==> src/rtl/ser_pkg.sv <==
// rtl/ser_pkg.sv - shared state type, width helper and limits for the ser_piso serializer
package ser_pkg;

  localparam int SER_MAX_WIDTH = 32;

  typedef enum logic {
    IDLE  = 1'b0,
    SHIFT = 1'b1
  } ser_state_t;

  function automatic int ser_cnt_w(input int width);
    return $clog2(width + 1);
  endfunction

endpackage

==> src/rtl/ser_piso_if.sv <==
// rtl/ser_piso_if.sv - word load handshake between the upstream producer and ser_piso
interface ser_piso_if #(
  parameter int WIDTH = 8
);

  logic             load_valid;
  logic [WIDTH-1:0] load_data;
  logic             load_ready;

  modport master (output load_valid, output load_data, input load_ready);
  modport slave  (input load_valid, input load_data, output load_ready);

endinterface

==> src/rtl/ser_bit_counter.sv <==
// rtl/ser_bit_counter.sv - loadable down-counter tracking the bits left in the current frame
module ser_bit_counter #(
  parameter int CNT_W = 4
) (
  input  logic             clk,
  input  logic             rst_n,
  input  logic             load,
  input  logic [CNT_W-1:0] load_val,
  input  logic             dec,
  output logic             last,
  output logic             penult
);

  logic [CNT_W-1:0] cnt_q, cnt_d;

  // Saturates at zero; the FSM leaves SHIFT before a wrap could matter.
  always_comb begin
    cnt_d = cnt_q;
    if (load) begin
      cnt_d = load_val;
    end else if (dec && (cnt_q != '0)) begin
      cnt_d = cnt_q - 1'b1;
    end
  end

  always_ff @(posedge clk or negedge rst_n) begin
    if (!rst_n) begin
      cnt_q <= '0;
    end else begin
      cnt_q <= cnt_d;
    end
  end

  assign last   = (cnt_q == '0);
  assign penult = (cnt_q == CNT_W'(1));

endmodule

==> src/rtl/ser_piso.sv <==
// rtl/ser_piso.sv - parallel-in/serial-out word serializer; SER_PIPO_PARITY_EN appends an even-parity bit
module ser_piso
  import ser_pkg::*;
#(
  parameter int WIDTH     = 8,
  parameter bit MSB_FIRST = 1'b1
) (
  input  logic       clk,
  input  logic       rst_n,
  ser_piso_if.slave  ld,
  output logic       d_out,
  output logic       d_valid,
  output logic       frame_start,
  output logic       busy
);

`ifdef SER_PIPO_PARITY_EN
  localparam int FRAME_LEN = WIDTH + 1;
`else
  localparam int FRAME_LEN = WIDTH;
`endif
  localparam int CNT_W = ser_cnt_w(WIDTH);

  ser_state_t       state_q, state_d;
  logic [WIDTH-1:0] shreg_q, shreg_d;
  logic             d_out_q, d_out_d;
  logic             d_valid_q, d_valid_d;
  logic             frame_start_q, frame_start_d;
  logic             busy_q, busy_d;
  logic             accept;
  logic             last;
`ifdef SER_PIPO_PARITY_EN
  logic             penult;
  logic             parity_q, parity_d;
`endif

  function automatic logic head_bit(input logic [WIDTH-1:0] w);
    return MSB_FIRST ? w[WIDTH-1] : w[0];
  endfunction

  function automatic logic [WIDTH-1:0] drop_head(input logic [WIDTH-1:0] w);
    return MSB_FIRST ? (w << 1) : (w >> 1);
  endfunction

  assign ld.load_ready = (state_q == IDLE) || last;
  assign accept        = ld.load_valid && ld.load_ready;

  ser_bit_counter #(.CNT_W(CNT_W)) u_cnt (
    .clk      (clk),
    .rst_n    (rst_n),
    .load     (accept),
    .load_val (CNT_W'(FRAME_LEN - 1)),
    .dec      ((state_q == SHIFT) && !accept),
    .last     (last),
`ifdef SER_PIPO_PARITY_EN
    .penult   (penult)
`else
    .penult   ()
`endif
  );

  // The first bit goes out on the accept edge, so the register holds only the rest.
  always_comb begin
    state_d       = IDLE;
    shreg_d       = shreg_q;
    d_out_d       = 1'b0;
    d_valid_d     = 1'b0;
    frame_start_d = 1'b0;
    busy_d        = 1'b0;
    if (accept) begin
      state_d       = SHIFT;
      shreg_d       = drop_head(ld.load_data);
      d_out_d       = head_bit(ld.load_data);
      d_valid_d     = 1'b1;
      frame_start_d = 1'b1;
      busy_d        = 1'b1;
    end else if ((state_q == SHIFT) && !last) begin
      state_d   = SHIFT;
      d_valid_d = 1'b1;
      busy_d    = 1'b1;
`ifdef SER_PIPO_PARITY_EN
      if (penult) d_out_d = parity_q;
      else
`endif
      begin
        d_out_d = head_bit(shreg_q);
        shreg_d = drop_head(shreg_q);
      end
    end
  end

`ifdef SER_PIPO_PARITY_EN
  assign parity_d = accept ? (^ld.load_data) : parity_q;

  always_ff @(posedge clk or negedge rst_n) begin
    if (!rst_n) begin
      parity_q <= 1'b0;
    end else begin
      parity_q <= parity_d;
    end
  end
`endif

  always_ff @(posedge clk or negedge rst_n) begin
    if (!rst_n) begin
      state_q       <= IDLE;
      shreg_q       <= '0;
      d_out_q       <= 1'b0;
      d_valid_q     <= 1'b0;
      frame_start_q <= 1'b0;
      busy_q        <= 1'b0;
    end else begin
      state_q       <= state_d;
      shreg_q       <= shreg_d;
      d_out_q       <= d_out_d;
      d_valid_q     <= d_valid_d;
      frame_start_q <= frame_start_d;
      busy_q        <= busy_d;
    end
  end

  assign d_out       = d_out_q;
  assign d_valid     = d_valid_q;
  assign frame_start = frame_start_q;
  assign busy        = busy_q;

endmodule

==> src/flat_wrapper.sv <==
// flat-port wrapper written by rule: the top's interface ports become plain ports
module ser_piso_flat import ser_pkg::*;
#(
  parameter int WIDTH     = 8,
  parameter bit MSB_FIRST = 1'b1
)
  (clk, rst_n, d_out, d_valid, frame_start, busy, ld_load_valid, ld_load_data, ld_load_ready);
  ser_piso_if #(.WIDTH(WIDTH)) ld_i ();
  input  logic clk;
  input  logic rst_n;
  output logic d_out;
  output logic d_valid;
  output logic frame_start;
  output logic busy;
  input wire logic [$bits(ld_i.load_valid)-1:0] ld_load_valid;
  input wire logic [$bits(ld_i.load_data)-1:0] ld_load_data;
  output wire logic [$bits(ld_i.load_ready)-1:0] ld_load_ready;
  assign ld_i.load_valid = ld_load_valid;
  assign ld_i.load_data = ld_load_data;
  assign ld_load_ready = ld_i.load_ready;
  ser_piso #(.WIDTH(WIDTH), .MSB_FIRST(MSB_FIRST)) u_core (.clk(clk), .rst_n(rst_n), .ld(ld_i), .d_out(d_out), .d_valid(d_valid), .frame_start(frame_start), .busy(busy));
endmodule
==> config.mk <==
export PLATFORM = sky130hd
export DESIGN_NAME = ser_piso_flat
export DESIGN_NICKNAME = d
export VERILOG_FILES = /design/src/rtl/ser_pkg.sv /design/src/rtl/ser_piso_if.sv /design/src/rtl/ser_bit_counter.sv /design/src/rtl/ser_piso.sv /design/src/flat_wrapper.sv
export SDC_FILE = /design/constraint.sdc
export NUM_CORES = 1
export LEC_CHECK = 0
export ABC_CLOCK_PERIOD_IN_PS = 2000
export CORE_MARGIN = 2
export CORE_UTILIZATION = 47
export DETAILED_ROUTE_END_ITERATION = 6
export PLACE_DENSITY = 0.78
export SLEW_MARGIN = 10
export SYNTH_ARGS = -nofsm -noshare
export SYNTH_HDL_FRONTEND = slang
export SYNTH_SLANG_ARGS = --single-unit
export TNS_END_PERCENT = 100
==> constraint.sdc <==
create_clock -name clk -period 2 [get_ports clk]
set_input_delay 0.3 -clock clk [delete_from_list [all_inputs] [get_ports clk]]
set_output_delay 0.3 -clock clk [all_outputs]
set_load 0.01 [all_outputs]
==> impl_metrics.py <==
metrics = {
    "power": {
        "power_frac_comb_pct": 39.8,
        "total_switching_power_uw": 362.6,
        "power.density_nw_per_um2": 1272,
        "total_power_mw": 1.130,
        "swShare_pct": 32.08,
        "clock_power_share_pct": 17.9,
        "power.sequential.fraction_pct": 42.3,
        "vdd_ir_drop_max_v": 0.0007148,
        "cellInternalPower_uw": 767.8,
        "power_leakage_nw": 0.4118,
    },
    "final_layout": {
        "insertedDiodeCount": 0,
        "fillers": 96,
        "nNetsFinal": 86,
        "layout-area-overhead-vs-synth_pct": 27.24,
        "final_layout_size_suffix_gt1_share_pct": 19.18,
        "final_cell_area_um2": 888.4,
    },
    "floorplanning": {
        "rows": 13,
        "io_pins": 16,
        "die_width_um": 42.54,
        "floorplan.core_area_um2": 1350,
        "die_area_um2": 1810,
        "starting_density_pct": 51.71,
        "chipHeight_um": 42.54,
    },
    "clocking": {
        "cts_buffers": 3,
        "htreeDepth": 1,
        "tritoncts": "yes",
        "clk_transition_reported_paths_ns": 0.08,
        "numClockSinks": 14,
        "clock_tree.root_cell": "clkbuf_4",
        "clock_path_buffers": 2,
        "worst_skew_pair_later_pin_latency_ns": 0.28,
    },
    "synthesis": {
        "sequential_fraction_of_the_synthesis_area_pct": 50.18,
        "syn_nets": 68,
        "post-synth-top-area-fraction_pct": 50.18,
        "netlist_top_cells_count": "14 x dfrtp_1, 7 x mux2_1, 4 x nor2_1",
        "synth-edff-count": 0,
        "synth.most_common_cell": "dfrtp_1",
        "synth_cell_types": 22,
        "synth_ff_type": "dfrtp_1",
        "synth_warnings": 0,
        "yosys_register_bits": 14,
        "post_synth_inst_count": 56,
        "post_synthesis_mean_instance_area_um2": 12.47,
        "synthArstFlopShare_pct": 100.0,
        "synthDominantAreaCellType": "dfrtp_1",
        "syn_area_um2": 698.2,
        "synth.top_cells.by_area": "dfrtp_1 50%, mux2_1 11%, mux2_4 6.5%",
    },
    "route": {
        "post-route-drc-count": 0,
        "drt_first_iter_violations": 6,
        "finalWirelength_um": 1156,
        "vias_per_cell": 5.125,
        "detailroute.via_count": 451,
        "final_antenna_net_count": 0,
        "routedWlPerCell_um": 13.14,
        "drt_first_pass_iters": 4,
    },
    "place": {
        "dpl-instance-area_um2": 853.3,
        "total_of_buffers_placed_on_input_and_output_ports": 15,
        "final_hpwl_from_detailed_placement_um": 828.7,
        "global_placement_routability_congestion": 0.7028,
    },
    "timing": {
        "max_slew_margin_pct": 59.33,
        "min_period_ns": 1.868,
        "fmaxAchievable_ghz": 0.5353,
        "final_number_of_max_transition_violations": 0,
        "timing.final.setup_violations": 0,
        "ratio_of_final_minimum_period_to_clock_period_pct": 93.41,
        "unrepaired_setup_endpoints_after_global_routing": "no",
        "max_slew.worst_pin.slew_ns": 0.6082,
        "setup_tns_ns": 0,
        "worst_clock_skew_ns": 0.004123,
        "final_hold_viol_count": 0,
    },
    "global_route": {
        "grt_pass1_wl_um": 1876,
        "grt_usage_pct": 14.95,
        "grt.overflow.total": 0,
        "grt_antenna_before_repair": 0,
        "first_global_vias": 435,
        "grt_start_max_net_pins": 15,
    },
    "worst_hold_path": {
        "worst_hold_path_type": "in -> async",
    },
    "setup_path": {
        "crit_path_start_kind": "flop",
        "timing.critical_path.to_type": "primary output",
        "critical_path_class": "reg -> out",
        "worst-endpoint-arrival_ns": 1.57,
        "critPathMaxFanout": 4,
        "worstPathRequired_ns": 1.70,
    },
    "run_status": {
        "run_status": "complete, no violations",
    },
    "run": {
        "cap_violations": 0,
    },
}
-- placed cells by master, fill, tap and decap left out --
cell and instances:
nand2b_1 1, nor3_1 1, clkbuf_4 3, inv_1 3, o21ai_0 1, clkbuf_8 1, mux2_2 3, buf_4 2
inv_2 1, a22o_1 1, mux2_1 7, nor2_1 4, and2_1 2, ha_1 1, clkdlybuf4s50_1 14, nand3_1 1
o21a_1 1, dfrtp_1 14, mux2_4 3, a21oi_1 2, o31ai_4 1, dlygate4sd2_1 1, mux2i_1 3, nand2_1 2
-- metal layers --
metal / GRT usage, % / vias up / part of all wire (%)
met3: 4.741 / 3 / 8.0
met2: 21.54 / 18 / 43
met5: 0 / - / 0
li1: - / 221 / -
met1: 18.46 / 209 / 46
met4: 11.25 / 0 / 2.3
-- sequential cells by signal, summed over array words and instances, names as in the netlist --
name / flops
u_core.u_cnt.cnt_q: 4
u_core.frame_start: 1
u_core.d_out: 1
u_core.state_q: 1
u_core.shreg_q: 7
-- kinds of logic after synthesis --
family / after synthesis / share of synthesized area [%]
fa+ha+maj: 1 / 1.792
compound gates: 6 / 7.527
mux: 16 / 26.88
flops: 14 / 50.18
simple gates: 11 / 7.346
buf+inv: 8 / 6.272
-- metrics by stage --
stage	hold slack [ns]	setup slack, ns	std cells	util (%)
after floorplan	0.004409	0.4073	56	-
after global placement	0.4810	0.1973	84	63.21
after detailed placement	0.4857	0.1732	84	63.21
after CTS	0.4142	0.1253	88	65.80
after global routing	0.4564	0.06916	88	65.80
final	0.3927	0.1319	88	65.80
-- power groups by stage --
stage | registers, mW | clock network [mW] | logic [mW]
after global routing | 0.492 | 0.222 | 0.504
after CTS | 0.479 | 0.209 | 0.460
after detailed placement | 0.484 | 0 | 0.466
after global placement | 0.477 | 0 | 0.452
after floorplan | 0.473 | 0 | 0.337
final | 0.478 | 0.202 | 0.450
-- layout make-up --
cell class,instances,area (µm²),area share [%]
tap,15,18.77,2.113
sequential,14,350.3,39.44
clock buffer,4,36.28,4.085
timing repair buffer,17,163.9,18.45
inverter,4,15.01,1.690
multi-input combinational,34,304.0,34.23
-- path summary, 6_finish.rpt --
path	endpoint	cells after the start	from	slack [ns]
worst max-delay path	ld_load_ready	5	u_core.u_cnt.cnt_q[0]	0.13
worst min-delay path	u_core.state_q	1	rst_n	0.39
worst max register to register	u_core.shreg_q[5]	6	u_core.u_cnt.cnt_q[0]	0.28
worst min register to register	u_core.shreg_q[2]	1	u_core.shreg_q[1]	0.50
max in group asynchronous	u_core.u_cnt.cnt_q[1]	1	rst_n	1.21
min in group clk	u_core.shreg_q[2]	1	u_core.shreg_q[1]	0.50
-- critical path, cell delays in order, from the launching register on --
cell,delay [ns]
dfrtp_1,0.41
inv_1,0.07
ha_1,0.20
inv_2,0.07
o31ai_4,0.24
dlygate4sd2_1,0.30
-- timing repair --
action / in CTS / in global routing
setup buffers: 0 / 0
hold buffers: 0 / 0
resized for setup: 1 / 0
setup endpoints to repair: 1 / 0
(Power assumes the default switching activity.)
==> patch 1: new RTL, same flow settings <==
`WIDTH` is set to 8 in 3 places; all go to 7.
--- a/src/rtl/ser_piso_if.sv
+++ b/src/rtl/ser_piso_if.sv
@@ -2,3 +2,3 @@
 interface ser_piso_if #(
-  parameter int WIDTH = 8
+  parameter int WIDTH = 7
 );
--- a/src/rtl/ser_piso.sv
+++ b/src/rtl/ser_piso.sv
@@ -4,3 +4,3 @@
 #(
-  parameter int WIDTH     = 8,
+  parameter int WIDTH     = 7,
   parameter bit MSB_FIRST = 1'b1
--- a/src/flat_wrapper.sv
+++ b/src/flat_wrapper.sv
@@ -3,3 +3,3 @@
 #(
-  parameter int WIDTH     = 8,
+  parameter int WIDTH     = 7,
   parameter bit MSB_FIRST = 1'b1
Ports: changed (resized ld_load_data); port bits go from 16 to 15. No check against the original RTL was run, so the function may have changed too.
==> patch 1 against the unedited design <==
Critical path depth is the same. Setup slack gained 96 ps. Wire length shrank 15%. Largest power group unchanged. Synthesized area shrank 15%. Count of clock-buffer cells in the layout is the same. Sequential cell count shrank 2. Power shrank 15%. Final area shrank 13%. Critical path type unchanged.
==> patch 1: results (changes against the unedited design) <==
FF-to-FF End -> u_core.shreg_q[2]
Largest net degree at the start of global routing -> 13 (-2)
Critical path peak fanout -> 3 (-1)
Area contributors post-synth -> dfrtp_1, mux2_2, mux2i_1
Skew final -> 7.54 ps (+3.42 ps)
Total track usage -> 17.1% (+2.1 points)
Layout net count -> 76 (-12%)
Pre-CTS setup slack -> 249 ps (+75.5 ps)
Min Hold Slack -> 361 ps (-31.9 ps)
Post-synth top cells -> dfrtp_1, mux2_2, inv_1
Hold-fix buffers, CTS -> 0 (unchanged)
IO Port Bufs -> 14 (-1)
Layout cells sized above 1 -> 23.8% (+4.6 points)
Register area share after synthesis -> 50.7% (+0.56 points)
Placed cell count -> 73 (-13%)
Vias -> 389 (-14%)
N_diodes -> 0 (unchanged)
Routed WL per cell -> 12.7 um (-3.4%)
Pleak -> 0.360 nW (-13%)
Post-DP HPWL -> 680 um (-18%)
Vias per std cell -> 5.05 (-1.4%)
FFs w/ async S/R, synth -> 100% (unchanged)
H-tree depth -> 1 (unchanged)
Max rail drop VDD -> 841 uV (+18%)
Syn_nets -> 58 (-15%)
Synth Instances -> 46 (-18%)
Switching fraction of total power -> 31.3% (-0.75 points)
R2r setup slk -> 410 ps (+130 ps)
Area after DPL -> 738 sq um (-13%)
Status -> complete, no violations
Rel. slew slack -> 64.8% (+5.5 points)
Placer Congestion -> 0.631 (-10%)
Cell variety after synth -> 18 (-18%)
Largest regs -> u_core.shreg_q: 6 flops, u_core.u_cnt.cnt_q: 3 flops
Vias in the first global route -> 407 (-6.4%)
Global-route wire length before repair -> 1.69 mm (-9.9%)
-- patch 1: changes by cell type in the layout (fill, tap and decap cells not counted), sizes merged, moves of 2 or more --
| cell | delta |
|---|---|
| nor2 | -3 |
| a21oi | -2 |
| mux2 | -3 |
| dfrtp | -2 |
-- patch 1: worst max path at each step --
stage                                      from                end  slack (ps)  cells past startpoint
after floorplan           u_core.u_cnt.cnt_q[0]  u_core.shreg_q[4]         530                      6
after detailed placement          ld_load_valid  u_core.shreg_q[4]         250                      3
after global placement            ld_load_valid  u_core.shreg_q[4]         260                      3
after global routing      u_core.u_cnt.cnt_q[0]      ld_load_ready         130                      5
after CTS                 u_core.u_cnt.cnt_q[0]      ld_load_ready         230                      5
final                     u_core.u_cnt.cnt_q[0]      ld_load_ready         230                      5
-- patch 1: per-stage QoR --
stage | util (%) | total power [mW]
final | 67.8 | 0.964
after global routing | 67.8 | 1.04
after CTS | 67.8 | 0.975
after detailed placement | 64.7 | 0.781
after global placement | 64.7 | 0.766
after floorplan | - | 0.647
-- patch 1: kinds of logic (layout without fill, tap and decap cells) --
family | Yosys count | after routing | share of synthesized area [%]
adder cells (fa/ha/maj) | 2 | 2 | 4.23
AO/OA/AOI/OAI | 4 | 4 | 5.07
AND/OR/NAND/NOR | 8 | 8 | 7.61
flip-flops | 12 | 12 | 50.7
buffers and inverters | 7 | 24 | 6.98
multiplexers | 13 | 13 | 25.4
-- patch 1: area by class of cell --
cell class	instances	area, sq um
clock buffers	4	36.3
multi-input cells	27	250
fillers	95	368
repair buffers	16	154
inverters	4	15.0
flip-flops and latches	12	300
well taps	14	17.5
-- patch 1: layer usage --
metal | vias to the layer above | wire length (um) | global-route usage [%]
li1 | 187 | - | -
met1 | 185 | 434 | 19.2
met2 | 17 | 450 | 27.9
met3 | 0 | 91 | 10.2
met4 | 0 | 0 | 2.59
met5 | - | 0 | 0
-- patch 1: power by group through the flow --
| stage | logic (mW) | registers, mW | clock network [mW] |
|---|---|---|---|
| floorplan | 0.259 | 0.388 | 0 |
| global placement | 0.379 | 0.387 | 0 |
| detailed placement | 0.393 | 0.389 | 0 |
| CTS | 0.390 | 0.385 | 0.200 |
| global route | 0.432 | 0.397 | 0.208 |
| finish | 0.384 | 0.384 | 0.195 |
==> patch 2: new RTL, config.mk and constraints unchanged <==
Made on the original files. `shreg_q` no longer has a reset.
--- a/src/rtl/ser_piso.sv
+++ b/src/rtl/ser_piso.sv
@@ -106,3 +106,2 @@
       state_q       <= IDLE;
-      shreg_q       <= '0;
       d_out_q       <= 1'b0;
@@ -113,3 +112,2 @@
       state_q       <= state_d;
-      shreg_q       <= shreg_d;
       d_out_q       <= d_out_d;
@@ -119,2 +117,6 @@
     end
+  end
+
+  always_ff @(posedge clk) begin
+    shreg_q <= shreg_d;
   end
Behaviour: same outputs for any inputs over 10 cycles, from zero or initial values and one cycle with rst_n low; that may be too few to reach the edited logic, so the function may still have changed.
==> patch 2 against the unedited design <==
Die area is 2.1% lower. Sequential power is 9.8% higher. Utilization is 1.1 points higher. Wire length is 4.9% higher. Combinational power is 12% higher. Synthesized area is 2.3% lower. First-iteration DRC count is 33% higher. Power is 5.8% higher. Sequential cell count stayed put. Final area is 0.42% higher. Setup slack worse by 55 ps. Global-route usage is 1.5 points higher. Critical path type unchanged. Highest routed layer unchanged.
==> patch 2: results (changes against the unedited design) <==
Synth Area in Adders -> 1.83% (+0.043 points)
Vias per std cell -> 5.41 (+5.5%)
Layout net count -> 84 (-2.3%)
Post-Layout Cell Count -> 86 (-2.3%)
Placed cell count -> 81 (-3.6%)
Placer Congestion -> 0.800 (+14%)
Pre-CTS setup slack -> 83.8 ps (-89.4 ps)
Most used DFF post-synth -> edfxtp_1
Syn_nets -> 63 (-7.4%)
Multiplexer area fraction after synthesis -> 13.2% (-14 points)
Pleak -> 0.416 nW (+0.94%)
Vias in the first global route -> 473 (+8.7%)
Fmax -> 0.520 GHz (-2.9%)
Synth Warn # -> 0 (unchanged)
Max rail drop VDD -> 702 uV (-1.8%)
Layout cells sized above 1 -> 23.9% (+4.8 points)
Pint -> 0.816 mW (+6.2%)
Register area share after synthesis -> 56.5% (+6.3 points)
Skew final -> 4.01 ps (-0.110 ps)
Wire length after detailed routing -> 1.21 mm (+4.9%)
Synth Area in Compound Gates -> 13.2% (+5.7 points)
Status -> complete, no violations
N_diodes -> 0 (unchanged)
Synth Instances -> 51 (-8.9%)
Critical Path AT -> 1620 ps (+50 ps)
Setup crit start -> u_core.u_cnt.cnt_q[1]
Post-synth top cells -> dfrtp_1, edfxtp_1, inv_1, mux2_4, a21oi_1
R2r setup slk -> 140 ps (-140 ps)
Total track usage -> 16.5% (+1.5 points)
Area contributors post-synth -> edfxtp_1, dfrtp_1, mux2_4
XOR/XNOR Fraction of Synth Area -> 0% (unchanged)
Post-DP HPWL -> 847 um (+2.2%)
IO Port Bufs -> 15 (unchanged)
Worst Tran Pin Value -> 360 ps (-248 ps)
Initial DRC Count -> 8 (+2)
Number of flops mapped to enable cells by yosys -> 7 (+7)
FFs w/ async S/R, synth -> 50.0% (-50 points)
Critical path peak fanout -> 4 (unchanged)
Largest net degree at the start of global routing -> 11 (-4)
Cell variety after synth -> 24 (+9.1%)
Global-route wire length before repair -> 2.08 mm (+11%)
FF-to-FF End -> u_core.shreg_q[2]
## patch 2: how the worst min path moves through the flow
stage / endpoint / slack [ps] / cells after the start
final: u_core.frame_start / 270 / 1
after global routing: u_core.u_cnt.cnt_q[3] / 280 / 1
after CTS: u_core.frame_start / 270 / 1
after detailed placement: u_core.d_out / 480 / 2
after global placement: u_core.d_out / 470 / 2
after floorplan: u_core.d_out / 4 / 0
## patch 2: metrics by stage
step           utilization [%]  area [sq um]
5_1_grt                   66.9           892
6_report                  66.9           892
3_5_place_dp              64.0           853
4_1_cts                   66.9           892
3_3_place_gp              64.0           853
2_1_floorplan                -           682
## patch 2: kinds of logic (layout without fill, tap and decap cells)
family	count (synthesis)	count (layout)
simple gates	9	9
buf+inv	9	29
mux	6	6
compound gates	12	12
fa+ha+maj	1	1
flops	14	14
## patch 2: metal layers
metal	track usage, %	part of all wire (%)	vias to the layer above
met2	24.1	49	20
li1	-	-	223
met5	0	0	-
met4	15.0	2.2	0
met3	3.88	5.3	2
met1	19.9	43	220
## patch 2: cell type report
class,instances,area [sq um]
inverters,6,22.5
fillers,100,442
multi-input cells,28,260
well taps,15,18.8
flip-flops and latches,14,385
clock buffers,3,22.5
repair buffers,19,179
clock inverters,1,3.75
## patch 2: power groups by stage
stage | sequential, mW | combinational, mW | clock [mW]
3_3_place_gp | 0.521 | 0.484 | 0
4_1_cts | 0.524 | 0.506 | 0.170
3_5_place_dp | 0.526 | 0.493 | 0
6_report | 0.525 | 0.504 | 0.166
2_1_floorplan | 0.523 | 0.320 | 0
5_1_grt | 0.542 | 0.549 | 0.187
## patch 2: what timing repair did
action,4_1_cts,5_1_grt
buffers inserted,1,0
endpoints found under the setup margin,1,0
gates resized for setup,2,0
## patch 2: worst register-to-register path, delay by kind of cell (launching register included)
kind                     cells  cell delay (ps)
flip-flops                   1              410
multiplexers                 1              340
buffers and inverters        2              210
AO/OA/AOI/OAI                1              290
adder cells (fa/ha/maj)      1              220
AND/OR/NAND/NOR              1              170
